$ cat src/rtl/pelican_pkg.sv
// Shared types and constants for the Pelican MAC job sequencer.
package pelican_pkg;

  localparam int BLK_W       = 128;
  localparam int DEF_NUM_BLK = 4;
  localparam int DEF_TIMEOUT = 255;

  typedef enum logic [2:0] {
    IDLE,
    COLLECT,
    IVLD,
    RUN,
    TAG
  } state_e;

endpackage

$ cat src/rtl/pelican_mac_ctrl_if.sv
// Job input stream and tag output stream between the bus adapter and the
// Pelican MAC job sequencer.
interface pelican_mac_ctrl_if;
  import pelican_pkg::*;

  logic             in_valid;
  logic             in_ready;
  logic [BLK_W-1:0] in_data;
  logic             tag_valid;
  logic             tag_ready;
  logic [BLK_W-1:0] tag;

  modport master (
    output in_valid, in_data, tag_ready,
    input  in_ready, tag_valid, tag
  );

  modport slave (
    input  in_valid, in_data, tag_ready,
    output in_ready, tag_valid, tag
  );

endinterface

$ cat src/rtl/pelican_job_buf.sv
// Job buffer: IV, key and NUM_BLK message block registers. Written by word
// position (0 = IV, 1 = key, 2.. = blocks), read by block index or key select.
module pelican_job_buf
  import pelican_pkg::*;
#(
  parameter int NUM_BLK = DEF_NUM_BLK,
  parameter int CW      = $clog2(DEF_NUM_BLK + 2)
) (
  input  logic             clk,
  input  logic             rst,
  input  logic             wr_en_i,
  input  logic [CW-1:0]    wr_sel_i,
  input  logic [BLK_W-1:0] wr_data_i,
  input  logic             rd_key_i,
  input  logic [CW-1:0]    rd_idx_i,
  output logic [BLK_W-1:0] iv_o,
  output logic [BLK_W-1:0] rd_data_o
);

  logic [BLK_W-1:0] iv_q;
  logic [BLK_W-1:0] key_q;
  logic [BLK_W-1:0] blk_q [NUM_BLK];

  // Store the accepted word in the slot chosen by its position in the job;
  // reset discards the whole job.
  always_ff @(posedge clk) begin
    if (rst) begin
      iv_q  <= '0;
      key_q <= '0;
      for (int i = 0; i < NUM_BLK; i++) blk_q[i] <= '0;
    end else if (wr_en_i) begin
      if (wr_sel_i == CW'(0)) iv_q <= wr_data_i;
      if (wr_sel_i == CW'(1)) key_q <= wr_data_i;
      for (int i = 0; i < NUM_BLK; i++) begin
        if (wr_sel_i == CW'(i + 2)) blk_q[i] <= wr_data_i;
      end
    end
  end

  // Key wins while selected; an index past the last block reads as zero.
  always_comb begin
    rd_data_o = '0;
    if (rd_key_i) begin
      rd_data_o = key_q;
    end else begin
      for (int i = 0; i < NUM_BLK; i++) begin
        if (rd_idx_i == CW'(i)) rd_data_o = blk_q[i];
      end
    end
  end

  assign iv_o = iv_q;

endmodule

$ cat src/rtl/pelican_mac_ctrl.sv
// Pelican MAC job sequencer: buffers a whole job (IV, key, NUM_BLK blocks),
// then runs the core and serves its key/message strobes, and holds the tag
// until the consumer takes it.
// Optional watchdog: define PELICAN_CTRL_TIMEOUT_EN to bound RUN to TIMEOUT
// cycles; on expiry err is set and a zero tag is delivered.
module pelican_mac_ctrl
  import pelican_pkg::*;
#(
  parameter int NUM_BLK = DEF_NUM_BLK,
  parameter int TIMEOUT = DEF_TIMEOUT
) (
  input  logic             clk,
  input  logic             rst,
  pelican_mac_ctrl_if.slave bus,
  output logic             busy,
  output logic             err,
  output logic             core_rst,
  output logic             core_load_iv,
  output logic [BLK_W-1:0] core_din,
  input  logic             core_load_k,
  input  logic             core_load_m,
  input  logic [BLK_W-1:0] core_dout,
  input  logic             core_done
);

  localparam int            CW        = $clog2(NUM_BLK + 2);
  localparam logic [CW-1:0] LAST_WORD = CW'(NUM_BLK + 1);
  localparam logic [CW-1:0] MAX_IDX   = CW'(NUM_BLK);

  state_e           state_q, state_d;
  logic [CW-1:0]    cnt_q, cnt_d;
  logic [CW-1:0]    idx_q, idx_d;
  logic             m_q, m_d;
  logic             err_q, err_d;
  logic [BLK_W-1:0] tag_q, tag_d;

  logic             ready;
  logic             accept;
  logic [CW-1:0]    wr_sel;
  logic             rd_key;
  logic [BLK_W-1:0] iv_word;
  logic [BLK_W-1:0] rd_word;
  logic             wd_expired;

  assign ready  = !rst && (state_q == IDLE || state_q == COLLECT);
  assign accept = ready && bus.in_valid;
  assign wr_sel = (state_q == IDLE) ? '0 : cnt_q;
  assign m_d    = (state_q == RUN) && core_load_m;

  pelican_job_buf #(
    .NUM_BLK (NUM_BLK),
    .CW      (CW)
  ) u_buf (
    .clk       (clk),
    .rst       (rst),
    .wr_en_i   (accept),
    .wr_sel_i  (wr_sel),
    .wr_data_i (bus.in_data),
    .rd_key_i  (rd_key),
    .rd_idx_i  (idx_q),
    .iv_o      (iv_word),
    .rd_data_o (rd_word)
  );

`ifdef PELICAN_CTRL_TIMEOUT_EN
  localparam int TW = $clog2(TIMEOUT + 1);
  logic [TW-1:0] wd_q;

  // Watchdog counts cycles spent in RUN and restarts outside it.
  always_ff @(posedge clk) begin
    if (rst || state_q != RUN) begin
      wd_q <= '0;
    end else if (wd_q != TW'(TIMEOUT)) begin
      wd_q <= wd_q + 1'b1;
    end
  end

  assign wd_expired = (wd_q == TW'(TIMEOUT - 1));
`else
  assign wd_expired = 1'b0;
`endif

  // State, counters, sticky error and captured tag.
  always_ff @(posedge clk) begin
    if (rst) begin
      state_q <= IDLE;
      cnt_q   <= '0;
      idx_q   <= '0;
      m_q     <= 1'b0;
      err_q   <= 1'b0;
      tag_q   <= '0;
    end else begin
      state_q <= state_d;
      cnt_q   <= cnt_d;
      idx_q   <= idx_d;
      m_q     <= m_d;
      err_q   <= err_d;
      tag_q   <= tag_d;
    end
  end

  // Next-state and core-facing outputs; the core is held in reset everywhere
  // except RUN so it always starts a job from a clean state.
  always_comb begin
    state_d       = state_q;
    cnt_d         = cnt_q;
    idx_d         = idx_q;
    err_d         = err_q;
    tag_d         = tag_q;
    core_rst      = 1'b1;
    core_load_iv  = 1'b0;
    core_din      = '0;
    rd_key        = 1'b0;
    bus.tag_valid = 1'b0;

    case (state_q)
      IDLE: begin
        if (accept) begin
          cnt_d   = CW'(1);
          state_d = COLLECT;
        end
      end
      COLLECT: begin
        if (accept) begin
          if (cnt_q == LAST_WORD) state_d = IVLD;
          else                    cnt_d   = cnt_q + 1'b1;
        end
      end
      IVLD: begin
        core_load_iv = 1'b1;
        core_din     = iv_word;
        idx_d        = '0;
        state_d      = RUN;
      end
      RUN: begin
        core_rst = rst;
        rd_key   = core_load_k;
        core_din = rd_word;
        if (m_q && idx_q != MAX_IDX) idx_d = idx_q + 1'b1;
        if (core_load_m && idx_q == MAX_IDX) err_d = 1'b1;
        if (core_done) begin
          tag_d   = core_dout;
          state_d = TAG;
        end else if (wd_expired) begin
          err_d   = 1'b1;
          tag_d   = '0;
          state_d = TAG;
        end
      end
      TAG: begin
        bus.tag_valid = 1'b1;
        if (bus.tag_ready) state_d = IDLE;
      end
      default: state_d = IDLE;
    endcase
  end

  assign bus.in_ready = ready;
  assign bus.tag      = tag_q;
  assign busy         = (state_q != IDLE);
  assign err          = err_q;

endmodule
$ cat src/flat_wrapper.sv
// flat-port wrapper written by rule: the top's interface ports become plain ports
module pelican_mac_ctrl_flat import pelican_pkg::*;
#(
  parameter int NUM_BLK = DEF_NUM_BLK,
  parameter int TIMEOUT = DEF_TIMEOUT
)
  (clk, rst, busy, err, core_rst, core_load_iv, core_din, core_load_k, core_load_m, core_dout, core_done, bus_in_valid, bus_in_data, bus_tag_ready, bus_in_ready, bus_tag_valid, bus_tag);
  pelican_mac_ctrl_if bus_i ();
  input  logic clk;
  input  logic rst;
  output logic busy;
  output logic err;
  output logic core_rst;
  output logic core_load_iv;
  output logic [BLK_W-1:0] core_din;
  input  logic core_load_k;
  input  logic core_load_m;
  input  logic [BLK_W-1:0] core_dout;
  input  logic core_done;
  input wire logic [$bits(bus_i.in_valid)-1:0] bus_in_valid;
  input wire logic [$bits(bus_i.in_data)-1:0] bus_in_data;
  input wire logic [$bits(bus_i.tag_ready)-1:0] bus_tag_ready;
  output wire logic [$bits(bus_i.in_ready)-1:0] bus_in_ready;
  output wire logic [$bits(bus_i.tag_valid)-1:0] bus_tag_valid;
  output wire logic [$bits(bus_i.tag)-1:0] bus_tag;
  assign bus_i.in_valid = bus_in_valid;
  assign bus_i.in_data = bus_in_data;
  assign bus_i.tag_ready = bus_tag_ready;
  assign bus_in_ready = bus_i.in_ready;
  assign bus_tag_valid = bus_i.tag_valid;
  assign bus_tag = bus_i.tag;
  pelican_mac_ctrl #(.NUM_BLK(NUM_BLK), .TIMEOUT(TIMEOUT)) u_core (.clk(clk), .rst(rst), .bus(bus_i), .busy(busy), .err(err), .core_rst(core_rst), .core_load_iv(core_load_iv), .core_din(core_din), .core_load_k(core_load_k), .core_load_m(core_load_m), .core_dout(core_dout), .core_done(core_done));
endmodule
$ cat config.mk
export PLATFORM = sky130hd
export DESIGN_NAME = pelican_mac_ctrl_flat
export DESIGN_NICKNAME = d
export VERILOG_FILES = /design/src/rtl/pelican_pkg.sv /design/src/rtl/pelican_mac_ctrl_if.sv /design/src/rtl/pelican_job_buf.sv /design/src/rtl/pelican_mac_ctrl.sv /design/src/flat_wrapper.sv
export SDC_FILE = /design/constraint.sdc
export NUM_CORES = 2
export LEC_CHECK = 0
export CORE_MARGIN = 1
export CORE_UTILIZATION = 50
export CTS_CLUSTER_SIZE = 20
export DETAILED_ROUTE_END_ITERATION = 8
export DONT_BUFFER_PORTS = 1
export HOLD_SLACK_MARGIN = 0.15
export PLACE_DENSITY = 0.74
export SLEW_MARGIN = 20
export SYNTH_ARGS = -nofsm -noshare
export SYNTH_HDL_FRONTEND = slang
export SYNTH_SLANG_ARGS = --single-unit
$ cat constraint.sdc
create_clock -name clk -period 4.2 [get_ports clk]
set_clock_uncertainty 0.2 [all_clocks]
set_input_delay 0.63 -clock clk [delete_from_list [all_inputs] [get_ports clk]]
set_output_delay 0.63 -clock clk [all_outputs]
set_load 0.02 [all_outputs]
==> run summary <==
In this run the critical register-to-register path is launched from u_core.state_q[0]. The number of pins exceeding their max-slew limit in the final report is 0. Setup violations remaining at the end of the flow were counted as 0.

Buffers inserted during clock tree synthesis total 93. Input and output buffers added on the ports amount to 0. Post-route minimum period: 4.07 ns. Measured along the y axis, the die boundary spans 282 um.

Counting every net in the synthesized netlist gives 4158. In the layout the commonest cells are nand2_1 (1028), a21oi_1 (519), and2_1 (512), edfxtp_1 (512), dlygate4sd3_1 (427). The hold violation total from the final report was 0.

For hold timing, the worst endpoint is u_core.m_q. The sequential cell area fraction in the yosys report was 0.595; the filler-free cell count of the finished design was 5376. After floorplanning, the core was divided into 102 placement rows.

The number of warnings printed during yosys synthesis is 0. Proportion of register bits with asynchronous set or reset after synthesis: 0. In the final routed layout, each cell accounts on average for 24.3 um.

At the pin with the least slew margin, the transition time is 1.28 ns. Counting distinct cell types in the post-synthesis netlist gives 44. Leaving out fill and tap cells, the most frequent cell in the layout is nand2_1. The floorplan step set the die width to 282 um. Among all flip-flop cells after synthesis, the most frequent one is edfxtp_1. The sum of negative setup slack is 0 ns. The final worst-path cycle share works out to 0.969.

The tools report the capturing element type of the critical path as a primary output. The start-to-end type of the worst setup path is register to primary output. The area growth from synthesis to layout is 23.5%. The effective utilization at floorplan is 0.505, and the area of the die is 79400 um^2.

The run gives 32000 as the total number of vias. In this run the register-to-register setup slack is 0.61 ns. The mean area per synthesized cell works out to 10.1 um^2. No sink is reached through more buffers than the 3 on the longest clock path. In this run the power density over the cells is 406 nW/um^2. For this design the top-level I/O count stands at 525. The instance count of the mapped netlist is 3888.

The congestion estimate from routability-driven global placement came to 0.905. The worst setup path is launched from a register. Counting flops with a built-in enable in the synthesized netlist gives 512.

The via count of the first global-routing pass came out at 31700. TritonCTS built the clock tree. Synthesis inferred 907 register bits. The run gives 4744 as the number of placed cells counting well taps. Once detail routing completed, the nets flagged for antenna violations numbered 0.

The detailed router finished its first iteration with 3459 violations. Along the worst hold path, the cell count comes to 2. The flow ran to the end, and the final reports show no timing, DRC or antenna violations.

The signal arrival time at the worst endpoint is 3.24 ns. The mapped netlist covers 39100 um^2. The first-pass GRT wire length was 190000 um. The startpoint identified for the worst hold timing path is rst.

The tools report the global-route total usage across every layer as 0.315. The cell sitting at the root of the clock tree is a clkbuf_16. The run gives 907 as the clock net sink count. The cell leakage power is 17.1 nW. The worst min-delay path category was input pin to register. The tools report the worst slew margin relative to its limit as 0.146.

Summed over all layers, the routed wires come to 130000 um. The pre-antenna-repair detailed-routing pass consisted of 7 iterations. The core region is 77500 um^2.

Half-perimeter wire length of the detailed placement result: 65400 um. The H-tree generated during clock tree synthesis spans 3 levels. Derived from the worst setup path, the maximum achievable clock frequency is 246 MHz. Entering global routing, the biggest net connects 203 pins.

The initial antenna violation count is 23, and the global-route congestion overflow total is 0. After clock tree synthesis, the clock-pin slew on the worst setup and hold paths is 0.06 ns. The peak fanout along the critical path was 47. Dividing the detail-routed via count by the number of cells gives 5.96. The number of maximum-capacitance violations is 0.

For the worst setup path, the data required time is 3.37 ns. After the last flow step, the layout net total stands at 4506. The ratio of cells with drive above 1 in the final layout works out to 0.0753.

The worst register-to-register path ends at u_core.bus.tag[67]. The worst-skew pair later-pin latency is 0.66 ns. In the routed design, unresolved DRC markers number 0.

The design draws 19.6 mW. The number of filler cells placed in the layout was 5966; the maximum resistive drop on vdd was 0.000345 V. Worst reg2reg path depth: 6.
-- per-stage QoR --
| stage | area [um^2] | hold WS [ns] | setup WS [ns] | util |
|---|---|---|---|---|
| 2_1_floorplan | 39100 | 0.231 | 0.315 | - |
| 3_3_place_gp | 40600 | 0.235 | 0.743 | 0.525 |
| 3_5_place_dp | 40600 | 0.239 | 0.686 | 0.525 |
| 4_1_cts | 48200 | 0.163 | 0.0492 | 0.622 |
| 5_1_grt | 48300 | 0.198 | -0.00173 | 0.623 |
| 6_report | 48300 | 0.213 | 0.132 | 0.623 |
-- flip-flops by register name, summed over array words and instances, names as in the netlist --
register / count
u_core.bus.tag: 128
u_core.cnt_q: 3
u_core.err: 1
u_core.idx_q: 3
u_core.m_q: 1
u_core.state_q: 3
u_core.u_buf.blk_q: 512
u_core.u_buf.iv_o: 128
u_core.u_buf.key_q: 128
-- area by class of cell --
| class | instances | area, um^2 | area share |
|---|---|---|---|
| diodes | 21 | 52.6 | 0.00109 |
| inverters | 10 | 37.5 | 0.000777 |
| clock buffers | 143 | 2840 | 0.0589 |
| flip-flops and latches | 907 | 23300 | 0.482 |
| repair buffers | 581 | 5950 | 0.123 |
| well taps | 1040 | 1300 | 0.0269 |
| multi-input cells | 2643 | 14500 | 0.300 |
| clock inverters | 31 | 335 | 0.00694 |
-- critical path: stages, from the launching register on --
cell	delay, ns
dfxtp_1	0.57
inv_1	0.09
ha_1	0.40
nand2b_4	0.45
buf_12	0.33
o2bb2ai_1	0.10
a21oi_1	0.59
-- what timing repair did --
action / 4_1_cts / 5_1_grt
setup buffers: 3 / 2
cloned: 2 / 2
hold endpoints to repair: 907 / 0
endpoints found under the setup margin: 2 / 57
pin swaps: 1 / 1
gates resized for setup: 0 / 5
hold buffers: 428 / 0
-- metal layers --
layer  vias up  GRT usage  routed length [um]
met5         -          0                  12
met4         2      0.179                6710
met2      1873      0.534               63600
met1     15500      0.374               47500
li1      14400          -                   -
met3       333     0.0622               12600
-- cells in the mapped netlist, types with 2 or more instances --
master,instances,share of area
a21oi_1,520,0.067
a221oi_1,127,0.028
and2_1,513,0.082
buf_1,14,0.0013
buf_2,64,0.0082
buf_4,20,0.0038
clkbuf_1,196,0.019
clkbuf_2,36,0.0046
dfxtp_1,395,0.20
edfxtp_1,512,0.39
ha_1,7,0.0022
inv_1,10,0.00096
nand2_1,1029,0.099
nand2b_1,3,0.00048
nand3_1,4,0.00051
nand3b_1,130,0.025
nand4_1,3,0.00048
nor2_1,6,0.00058
nor2b_1,5,0.00080
nor3_1,7,0.00090
nor3b_1,2,0.00038
nor4_4,2,0.0011
o211ai_1,127,0.024
o21a_1,3,0.00058
o21ai_0,2,0.00026
o2bb2ai_1,127,0.028
o31ai_1,2,0.00038
or2_2,5,0.00080
or3_1,2,0.00032
-- logic make-up (layout without fill, tap and decap cells) --
family / count (synthesis) / after routing / synth area share
AO/OA/AOI/OAI: 915 / 915 / 0.150
adder cells (fa/ha/maj): 7 / 7 / 0.00224
buffers and inverters: 340 / 765 / 0.0377
flip-flops: 907 / 907 / 0.595
other: 0 / 21 / 0
AND/OR/NAND/NOR: 1719 / 1721 / 0.214
-- power breakdown --
| group | switching (mW) | internal (mW) |
|---|---|---|
| Clock | 3.60 | 4.94 |
| Combinational | 0.802 | 0.494 |
| Sequential | 0.151 | 9.61 |
| Total | 4.55 | 15.0 |
-- worst max-delay path by stage --
stage | startpoint | to | slack (ns) | cells past startpoint
final | u_core.idx_q[2] | core_din[40] | 0.13 | 6
after global routing | u_core.idx_q[2] | core_din[76] | -0.002 | 7
after CTS | u_core.idx_q[0] | core_din[76] | 0.05 | 9
after detailed placement | u_core.idx_q[0] | core_din[11] | 0.69 | 7
after global placement | u_core.idx_q[0] | core_din[11] | 0.74 | 7
after floorplan | rst | u_core.u_buf.blk_q[0][0] | 0.32 | 6
No activity file was read; power rests on OpenSTA's default activity.
